===== src/rtl/maze_pkg.sv =====
// rtl/maze_pkg.sv - shared move codes, debouncer states and direction priority encoder
package maze_pkg;

  localparam logic [2:0] MOVE_STAY  = 3'b000;
  localparam logic [2:0] MOVE_LEFT  = 3'b001;
  localparam logic [2:0] MOVE_RIGHT = 3'b010;
  localparam logic [2:0] MOVE_DOWN  = 3'b011;
  localparam logic [2:0] MOVE_UP    = 3'b100;

  typedef enum logic [1:0] {
    IDLE         = 2'd0,
    PRESS_WAIT   = 2'd1,
    HELD         = 2'd2,
    RELEASE_WAIT = 2'd3
  } deb_state_t;

  // udlr = {up, down, left, right}; later ifs override earlier ones, so up wins
  function automatic logic [2:0] encode_dir(input logic [3:0] udlr);
    logic [2:0] code;
    code = MOVE_STAY;
    if (udlr[0]) code = MOVE_RIGHT;
    if (udlr[1]) code = MOVE_LEFT;
    if (udlr[2]) code = MOVE_DOWN;
    if (udlr[3]) code = MOVE_UP;
    return code;
  endfunction

endpackage


===== src/rtl/maze_move_encoder_if.sv =====
// rtl/maze_move_encoder_if.sv - pushbutton inputs and move/centre/timer outputs of the encoder
interface maze_move_encoder_if;
  logic       btnU;
  logic       btnD;
  logic       btnL;
  logic       btnR;
  logic       btnC;
  logic [2:0] move;
  logic       C;
  logic       timer;

  modport master (output btnU, btnD, btnL, btnR, btnC, input move, C, timer);
  modport slave  (input btnU, btnD, btnL, btnR, btnC, output move, C, timer);
endinterface


===== src/rtl/btn_debounce.sv =====
// rtl/btn_debounce.sv - 2-flop synchroniser plus debounce FSM emitting one press pulse per press
// MOVE_AUTOREPEAT_EN adds the held output used by the repeat logic.
module btn_debounce
  import maze_pkg::*;
#(
  parameter int DEBOUNCE_CYCLES = 1_000_000
) (
  input  logic clk,
  input  logic rst_n,
  input  logic btn,
  output logic press
`ifdef MOVE_AUTOREPEAT_EN
  ,
  output logic held
`endif
);

  localparam int CW = (DEBOUNCE_CYCLES > 1) ? $clog2(DEBOUNCE_CYCLES) : 1;
  localparam logic [CW-1:0] CNT_LAST = CW'(DEBOUNCE_CYCLES - 1);
  localparam logic [CW-1:0] CNT_ONE  = CW'(1);

  logic          sync_1, sync_2;
  deb_state_t    state, state_next;
  logic [CW-1:0] cnt, cnt_next, cnt_inc;
  logic          press_next;

  assign cnt_inc = (cnt == '1) ? cnt : cnt + 1'b1;

  always_ff @(posedge clk) begin
    if (!rst_n) begin
      sync_1 <= 1'b0;
      sync_2 <= 1'b0;
      state  <= IDLE;
      cnt    <= '0;
      press  <= 1'b0;
    end else begin
      sync_1 <= btn;
      sync_2 <= sync_1;
      state  <= state_next;
      cnt    <= cnt_next;
      press  <= press_next;
    end
  end

  always_comb begin
    state_next = state;
    cnt_next   = cnt;
    press_next = 1'b0;
    case (state)
      IDLE: begin
        if (sync_2) begin
          state_next = PRESS_WAIT;
          cnt_next   = '0;
        end
      end
      PRESS_WAIT: begin
        if (!sync_2) begin
          state_next = IDLE;
          cnt_next   = '0;
        end else if (cnt == CNT_LAST) begin
          state_next = HELD;
          cnt_next   = '0;
          press_next = 1'b1;
        end else begin
          cnt_next = cnt_inc;
        end
      end
      HELD: begin
        // the cycle that leaves HELD is already the first low cycle
        if (!sync_2) begin
          state_next = RELEASE_WAIT;
          cnt_next   = CNT_ONE;
        end
      end
      RELEASE_WAIT: begin
        if (sync_2) begin
          state_next = HELD;
          cnt_next   = '0;
        end else if (cnt >= CNT_LAST) begin
          state_next = IDLE;
          cnt_next   = '0;
        end else begin
          cnt_next = cnt_inc;
        end
      end
      default: begin
        state_next = IDLE;
        cnt_next   = '0;
      end
    endcase
  end

`ifdef MOVE_AUTOREPEAT_EN
  assign held = (state == HELD) || (state == RELEASE_WAIT);
`endif

endmodule


===== src/rtl/maze_move_encoder.sv =====
// rtl/maze_move_encoder.sv - debounced buttons to one-move-per-tick code with tick strobe
// MOVE_AUTOREPEAT_EN re-queues a held direction every REPEAT_TICKS ticks.
module maze_move_encoder
  import maze_pkg::*;
#(
  parameter int DEBOUNCE_CYCLES = 1_000_000,
  parameter int TICK_DIV        = 10_000_000,
  parameter int REPEAT_TICKS    = 3
) (
  input  logic                clk,
  input  logic                rst_n,
  maze_move_encoder_if.slave  bus
);

  localparam int TW = $clog2(TICK_DIV);
  localparam logic [TW-1:0] TICK_LAST = TW'(TICK_DIV - 1);

  if (TICK_DIV < 4 || REPEAT_TICKS < 2) begin : g_cfg_check
    $error("maze_move_encoder: TICK_DIV must be >= 4 and REPEAT_TICKS >= 2");
  end

  logic [4:0]    raw, press;
  logic [TW-1:0] tick_cnt;
  logic          consume;
  logic [2:0]    press_code, refill;
  logic [2:0]    pend_move, pend_move_next;
  logic          pend_c, pend_c_next;
  logic [2:0]    move_q;
  logic          c_q, timer_req, timer_q;

  // bit order {U, D, L, R, C} so press[4:1] feeds the priority encoder directly
  assign raw = {bus.btnU, bus.btnD, bus.btnL, bus.btnR, bus.btnC};

`ifdef MOVE_AUTOREPEAT_EN
  logic [4:0] held;
`endif

  for (genvar i = 0; i < 5; i++) begin : g_deb
    btn_debounce #(.DEBOUNCE_CYCLES(DEBOUNCE_CYCLES)) u_deb (
      .clk   (clk),
      .rst_n (rst_n),
      .btn   (raw[i]),
      .press (press[i])
`ifdef MOVE_AUTOREPEAT_EN
      ,
      .held  (held[i])
`endif
    );
  end

  assign consume = (tick_cnt == TICK_LAST);

`ifdef MOVE_AUTOREPEAT_EN
  localparam int RW = $clog2(REPEAT_TICKS);
  localparam logic [RW-1:0] REP_LAST = RW'(REPEAT_TICKS - 1);

  logic [2:0]    rep_code;
  logic [RW-1:0] rep_cnt;
  logic          rep_armed, rep_held, repeat_fire, captured;

  always_comb begin
    rep_held = 1'b0;
    case (rep_code)
      MOVE_UP:    rep_held = held[4];
      MOVE_DOWN:  rep_held = held[3];
      MOVE_LEFT:  rep_held = held[2];
      MOVE_RIGHT: rep_held = held[1];
      default:    rep_held = 1'b0;
    endcase
  end

  assign captured    = (press_code != MOVE_STAY) && (consume || pend_move == MOVE_STAY);
  assign repeat_fire = rep_armed && rep_held && consume && (pend_move == MOVE_STAY)
                       && (rep_cnt == REP_LAST);

  // rep_cnt counts the consuming tick itself as 1, so the refill lands on tick REPEAT_TICKS
  always_ff @(posedge clk) begin
    if (!rst_n) begin
      rep_code  <= MOVE_STAY;
      rep_cnt   <= '0;
      rep_armed <= 1'b0;
    end else if (captured) begin
      rep_code  <= press_code;
      rep_cnt   <= '0;
      rep_armed <= 1'b0;
    end else if (rep_armed && !rep_held) begin
      rep_armed <= 1'b0;
    end else if (consume) begin
      if (pend_move != MOVE_STAY) begin
        rep_armed <= 1'b1;
        rep_cnt   <= RW'(1);
      end else if (rep_armed) begin
        rep_cnt <= (rep_cnt == REP_LAST) ? '0 : rep_cnt + 1'b1;
      end
    end
  end
`endif

  always_comb begin
    refill = MOVE_STAY;
`ifdef MOVE_AUTOREPEAT_EN
    if (repeat_fire) refill = rep_code;
`endif
    press_code = encode_dir(press[4:1]);
    // a press arriving on the consume edge refills the freshly emptied slot
    if (consume)                     pend_move_next = (press_code != MOVE_STAY) ? press_code : refill;
    else if (pend_move == MOVE_STAY) pend_move_next = press_code;
    else                             pend_move_next = pend_move;
    pend_c_next = consume ? press[0] : (pend_c | press[0]);
  end

  always_ff @(posedge clk) begin
    if (!rst_n) begin
      tick_cnt  <= '0;
      pend_move <= MOVE_STAY;
      pend_c    <= 1'b0;
      move_q    <= MOVE_STAY;
      c_q       <= 1'b0;
      timer_req <= 1'b0;
      timer_q   <= 1'b0;
    end else begin
      tick_cnt  <= consume ? '0 : tick_cnt + 1'b1;
      pend_move <= pend_move_next;
      pend_c    <= pend_c_next;
      timer_req <= consume;
      timer_q   <= timer_req;
      if (consume) begin
        move_q <= pend_move;
        c_q    <= pend_c;
      end
    end
  end

  assign bus.move  = move_q;
  assign bus.C     = c_q;
  assign bus.timer = timer_q;

endmodule


===== src/flat_wrapper.sv =====
// flat-port wrapper written by rule: the top's interface ports become plain ports
module maze_move_encoder_flat import maze_pkg::*;
#(
  parameter int DEBOUNCE_CYCLES = 1_000_000,
  parameter int TICK_DIV        = 10_000_000,
  parameter int REPEAT_TICKS    = 3
)
  (clk, rst_n, bus_btnU, bus_btnD, bus_btnL, bus_btnR, bus_btnC, bus_move, bus_C, bus_timer);
  maze_move_encoder_if bus_i ();
  input  logic clk;
  input  logic rst_n;
  input wire logic [$bits(bus_i.btnU)-1:0] bus_btnU;
  input wire logic [$bits(bus_i.btnD)-1:0] bus_btnD;
  input wire logic [$bits(bus_i.btnL)-1:0] bus_btnL;
  input wire logic [$bits(bus_i.btnR)-1:0] bus_btnR;
  input wire logic [$bits(bus_i.btnC)-1:0] bus_btnC;
  output wire logic [$bits(bus_i.move)-1:0] bus_move;
  output wire logic [$bits(bus_i.C)-1:0] bus_C;
  output wire logic [$bits(bus_i.timer)-1:0] bus_timer;
  assign bus_i.btnU = bus_btnU;
  assign bus_i.btnD = bus_btnD;
  assign bus_i.btnL = bus_btnL;
  assign bus_i.btnR = bus_btnR;
  assign bus_i.btnC = bus_btnC;
  assign bus_move = bus_i.move;
  assign bus_C = bus_i.C;
  assign bus_timer = bus_i.timer;
  maze_move_encoder #(.DEBOUNCE_CYCLES(DEBOUNCE_CYCLES), .TICK_DIV(TICK_DIV), .REPEAT_TICKS(REPEAT_TICKS)) u_core (.clk(clk), .rst_n(rst_n), .bus(bus_i));
endmodule

===== config.mk =====
export PLATFORM = sky130hd
export DESIGN_NAME = maze_move_encoder_flat
export DESIGN_NICKNAME = d
export VERILOG_FILES = /design/src/rtl/maze_pkg.sv /design/src/rtl/maze_move_encoder_if.sv /design/src/rtl/btn_debounce.sv /design/src/rtl/maze_move_encoder.sv /design/src/flat_wrapper.sv
export SDC_FILE = /design/constraint.sdc
export NUM_CORES = 1
export LEC_CHECK = 0
export BUFFER_PORTS_ARGS = -buffer_cell sky130_fd_sc_hd__buf_2
export CELL_PAD_IN_SITES_DETAIL_PLACEMENT = 2
export CELL_PAD_IN_SITES_GLOBAL_PLACEMENT = 2
export CORE_ASPECT_RATIO = 0.5
export CORE_UTILIZATION = 28
export DETAILED_ROUTE_END_ITERATION = 8
export PLACE_DENSITY_LB_ADDON = 0.15
export SLEW_MARGIN = 20
export SYNTH_ARGS = -nofsm -noshare
export SYNTH_HDL_FRONTEND = slang
export SYNTH_SLANG_ARGS = --single-unit

===== constraint.sdc =====
create_clock -name clk -period 6.3 [get_ports clk]
set_clock_uncertainty 0.15 [all_clocks]
set_input_delay 1.575 -clock clk [delete_from_list [all_inputs] [get_ports clk]]
set_output_delay 1.575 -clock clk [all_outputs]
set_load 0.005 [all_outputs]

# Word level (Yosys, flattened, before mapping)
# Cells that the tools add are included.
[classes]
n_reduce_logical = 24
mux = 88
n_bitwise = 2
eq_ne = 46
order_cmp = 5
add_sub_neg = 6
[op_table]
columns = ["operator", "count"]
rows = [
  ["2-to-1 mux 20 bit", 35],
  ["one-hot mux 20 bit (4 select lines)", 5],
  ["equality test 20 bit (second input constant)", 10],
  ["adder 20 x 1 -> 20 bit (second input constant)", 5],
  ["greater-or-equal comparator 20 bit (second input constant)", 5],
  ["2-to-1 mux 2 bit", 33],
  ["one-hot mux 2 bit (4 select lines)", 5],
  ["inequality test 3 bit (second input constant)", 10],
  ["adder 24 x 1 -> 24 bit (second input constant)", 1],
  ["equality test 24 bit (second input constant)", 1],
  ["equality test 2 bit (second input constant)", 10],
  ["inequality test 2 bit (second input constant)", 10],
  ["AND reduction 4 bit", 5],
  ["AND reduction 3 bit", 5],
  ["2-to-1 mux 3 bit", 4],
  ["equality test 2 x 1 -> 1 bit (second input constant)", 5],
  ["logical NOT 2 bit", 5],
  ["AND reduction 2 bit", 5],
  ["2-to-1 mux 1 bit", 6],
  ["logical NOT 3 bit", 1],
  ["nonzero test 3 bit", 1],
  ["nonzero test 2 bit", 1],
  ["OR reduction 2 bit", 1],
  ["inverter 1 bit", 1],
  ["OR 1 bit", 1],
]
[word_totals]
regBits = 159

# Longest topological paths before layout
[logic_depth]
depth_word = 7
depth_mapped = 9
mapped_depth_nobuf = 7

# By module
# A second synthesis with hierarchy kept.
[unflattened]
cells_unflattened = 1148
hier_area_um2 = 9884.5
[modules_own_cells]
columns = ["mod", "instances", "area_per_inst_um2", "seq_area_each_um2", "cells_each"]
rows = [
  ["btn_debounce", 5, 1640.3, 500.5, 192],
  ["maze_move_encoder", 1, 1682.9, 680.7, 188],
]

# Worst setup path after synthesis
# Ideal clock, no wire load.
[synth_path]
path_type = "input port to flip-flop"
startpoint = "input port rst_n"
endpoint = "register u_core.g_deb[4].u_deb.cnt[12]"
t_arrival_ps = 2945
required_ps = 6076
slack_ps = 3131
setup_time_ps = 74
stages = 5
cell_sequence = "inv_1 clkbuf_1 nor4_1 o21ai_0 o21ai_0"
[synth_rtl]
columns = ["element", "line", "rtl"]
rows = [
  ["from (decl)", "flat_wrapper.sv:11", "input logic rst_n;"],
  ["to (signal assigned)", "btn_debounce.sv:40", "cnt <= cnt_next;"],
  ["to (decl)", "btn_debounce.sv:24", "logic [CW-1:0] cnt, cnt_next, cnt_inc;"],
]

==> metrics.cfg <==
[sta]
tns_ns = 0
fin_ws_ns = 2.92
tightestPinTransition_ns = 1.01
max-slew-margin-rel = 0.319
clock.fmax_mhz = 296
timing.final.crit_share = 0.536
drv_slew = 0
setup_viol = 0
whs_ns = 0.292
fin_crit_ns = 3.38
rsz0062_at_grt = no
finalHoldViolations = 0

[place]
hpwl_um = 18000
place_area_um2 = 8700
place_ws_ns = 2.43
portBuffers = 11
routabilityCongestion = 0.781
dpl.cell_count = 1416

[synth]
muxShareOfSynthArea = 0.00848
synth_area_um2 = 8260
yosys.area_share.adder = 0.0127
synth-compound-area-share = 0.225
synth_top_family_by_area = simple AND/OR/NAND/NOR gates
synth_xor_area_frac = 0.0350
synthTopCellsByArea = dfxtp_1, nor2_1, a21oi_1, nand2_1, o21ai_0
syn_nets = 1063
synth_cell_types = 72
ys_warn_count = 0
ys_seq_area_frac = 0.385
synth-simple-area-share = 0.294
synth_top_area_frac = 0.385
synthCells = 1050
synth_top_area_cell = dfxtp_1
syn_area_per_cell_um2 = 7.86
synth_edf_count = 0
synth-main-ff-cell = dfxtp_1
async_flop_share = 0
synth_seq_cells = 159

[global_route]
grt_pass1_wl_um = 42600
globalRouteOverflowTotal = 0
antenna_found_initial = 0
grt_max_degree = 42
grt_usage = 0.177
grt_pass1_vias = 8303

[worst_setup_path]
critPathSlowestCell = inv_1
max_stage_delay_ns = 0.63
startpoint_type = input port
path_common_cell = buf_4
worst-r2r-setup-slack_ns = 3.29
critPathRequiredTime_ns = 6.47
crit_family = buffers and inverters
worstPathCellList = buf_2 -> inv_1 -> buf_4 -> nor2_1 -> a21boi_1 -> buf_4 -> a41oi_1 -> a31oi_1
critPathBufInv = 4
worstSetupEndpointType = flop
path_max_fanout = 22
crit_type = in -> reg
worst-endpoint-arrival_ns = 3.54

[run]
max_cap_viol_count = 0

[die]
rows = 44
die_y_um = 123
die_width_um = 245
io_pins = 12
initial_core_util = 0.285
dieArea_um2 = 30200
core_area_um2 = 29000

[cells_and_area]
design_area_um2 = 9270
postLayoutCoreUtil = 0.320
drive_gt1_frac = 0.0681
area_growth_pct = 12.3
nNetsFinal = 1057
final_cells = 1448
num_antenna_cells = 0

[clocking]
post-cts-setup-buffers = 0
cts_root_buf = clkbuf_16
cts_buffers = 17
hold_buffers = 0
cts_tree = yes
h-tree-depth = 4
clockBufferDepth = 2
clock_latency_ns = 0.45
cts_resized = 0
path_clk_slew_ns = 0.07
cts.sinks = 159

[power_and_ir_drop]
leakagePower_nw = 3.03
peakVddDrop_uv = 205
p_per_area_nw_per_um2 = 230
total_power_mw = 2.13

[min_path]
hp-class = reg -> reg

[drt]
dr.first_iter.drc_count = 390
via_count = 7938
first_pass_iters = 6
viasPerCell = 5.48
drt_wl_total_um = 25800
drt.antenna.violating_nets = 0
drc_errors = 0
detail_route.wl_per_cell_um = 17.8

[status]
status = finished clean

## power by group
group          leakage [nW]  internal [mW]  switching (mW)
clock                 0.265          0.565           0.462
sequential             1.28           1.01          0.0104
combinational          1.48         0.0246          0.0542
## worst reg2reg max path, stage by stage (launching register included)
cell,delay [ns]
dfxtp_1,0.48
ha_1,0.38
nand2_1,0.12
nor4_1,0.64
nand2_1,0.48
and4_1,0.38
nand2b_1,0.14
a31oi_1,0.16
## registers in the layout (all words and copies together) (netlist names), named ones only
register,count
u_core.bus.timer,1
u_core.g_deb.u_deb.sync_1,5
u_core.g_deb.u_deb.press,5
u_core.g_deb.u_deb.sync_2,5
u_core.timer_req,1
u_core.pend_c,1
u_core.bus.C,1
u_core.g_deb.u_deb.cnt,100
u_core.tick_cnt,24
u_core.bus.move,3
u_core.g_deb.u_deb.state,5
u_core.pend_move,3
## path summary, 6_finish.rpt
path | start | to | cells past startpoint
max | rst_n | u_core.g_deb[0].u_deb.cnt[8] | 8
min | u_core.g_deb[4].u_deb.sync_1 | u_core.g_deb[4].u_deb.sync_2 | 1
max reg2reg | u_core.g_deb[1].u_deb.cnt[0] | u_core.g_deb[1].u_deb.cnt[4] | 7
min reg2reg | u_core.g_deb[4].u_deb.sync_1 | u_core.g_deb[4].u_deb.sync_2 | 1
## Yosys cell counts, drive strengths merged, types with 4 or more instances
library cell and n:
o21a 7, nor3b 7, ha 6, a21o 15, and4 11, nor3 43, nand4 43, a41oi 5
and2 20, or3 16, xor2 21, clkbuf 33, o21ai 66, dfxtp 159, a22o 7, o211ai 5
a32o 7, a21oi 72, nor4b 4, nand3 58, a211oi 5, o31ai 10, a22oi 6, and3 19
mux2i 7, xnor2 12, o31a 4, or4 6, buf 12, inv 37, nand2 91, a31oi 44
nor2 100, nor4 19, nand2b 16, or2 9
## cells by family (layout without fill, tap and decap cells)
logic type | Yosys count | count (layout)
buf+inv | 82 | 89
fa+ha+maj | 9 | 9
mux | 7 | 7
simple gates | 472 | 472
xor+xnor | 33 | 33
flops | 159 | 159
compound gates | 288 | 288
## routing by layer
layer / up-vias / global-route usage / share of wire
met2: 55 / 0.296 / 0.46
met4: 0 / 0.0590 / 0.013
met3: 29 / 0.0380 / 0.020
met5: - / 0 / 0
met1: 3968 / 0.228 / 0.51
li1: 3886 / - / -
## layout by cell type (no fill, tap or decap), types with 10 or more instances in the layout
cell type  count
nand2b_1      16
dfxtp_1      159
nand4_1       43
xnor2_1       12
xor2_1        21
a21o_1        15
a21oi_1       72
or3_1         16
and2_1        20
and3_1        19
o21ai_0       60
nor2_1       100
buf_2         11
nor4_1        19
nor3_1        40
a31oi_1       44
clkbuf_16     17
nand2_1       91
nand3_1       58
o31ai_1       10
and4_1        11
inv_1         37
## layout make-up
class                      count  area (um^2)
inverter                      37          139
timing repair buffer          20          123
sequential                   159         3180
multi-input combinational    809         4770
fill                        3349        19700
clock buffer                  20          457
tap                          391          489
clock inverter                12          109
No activity file was read; power rests on OpenSTA's default activity.
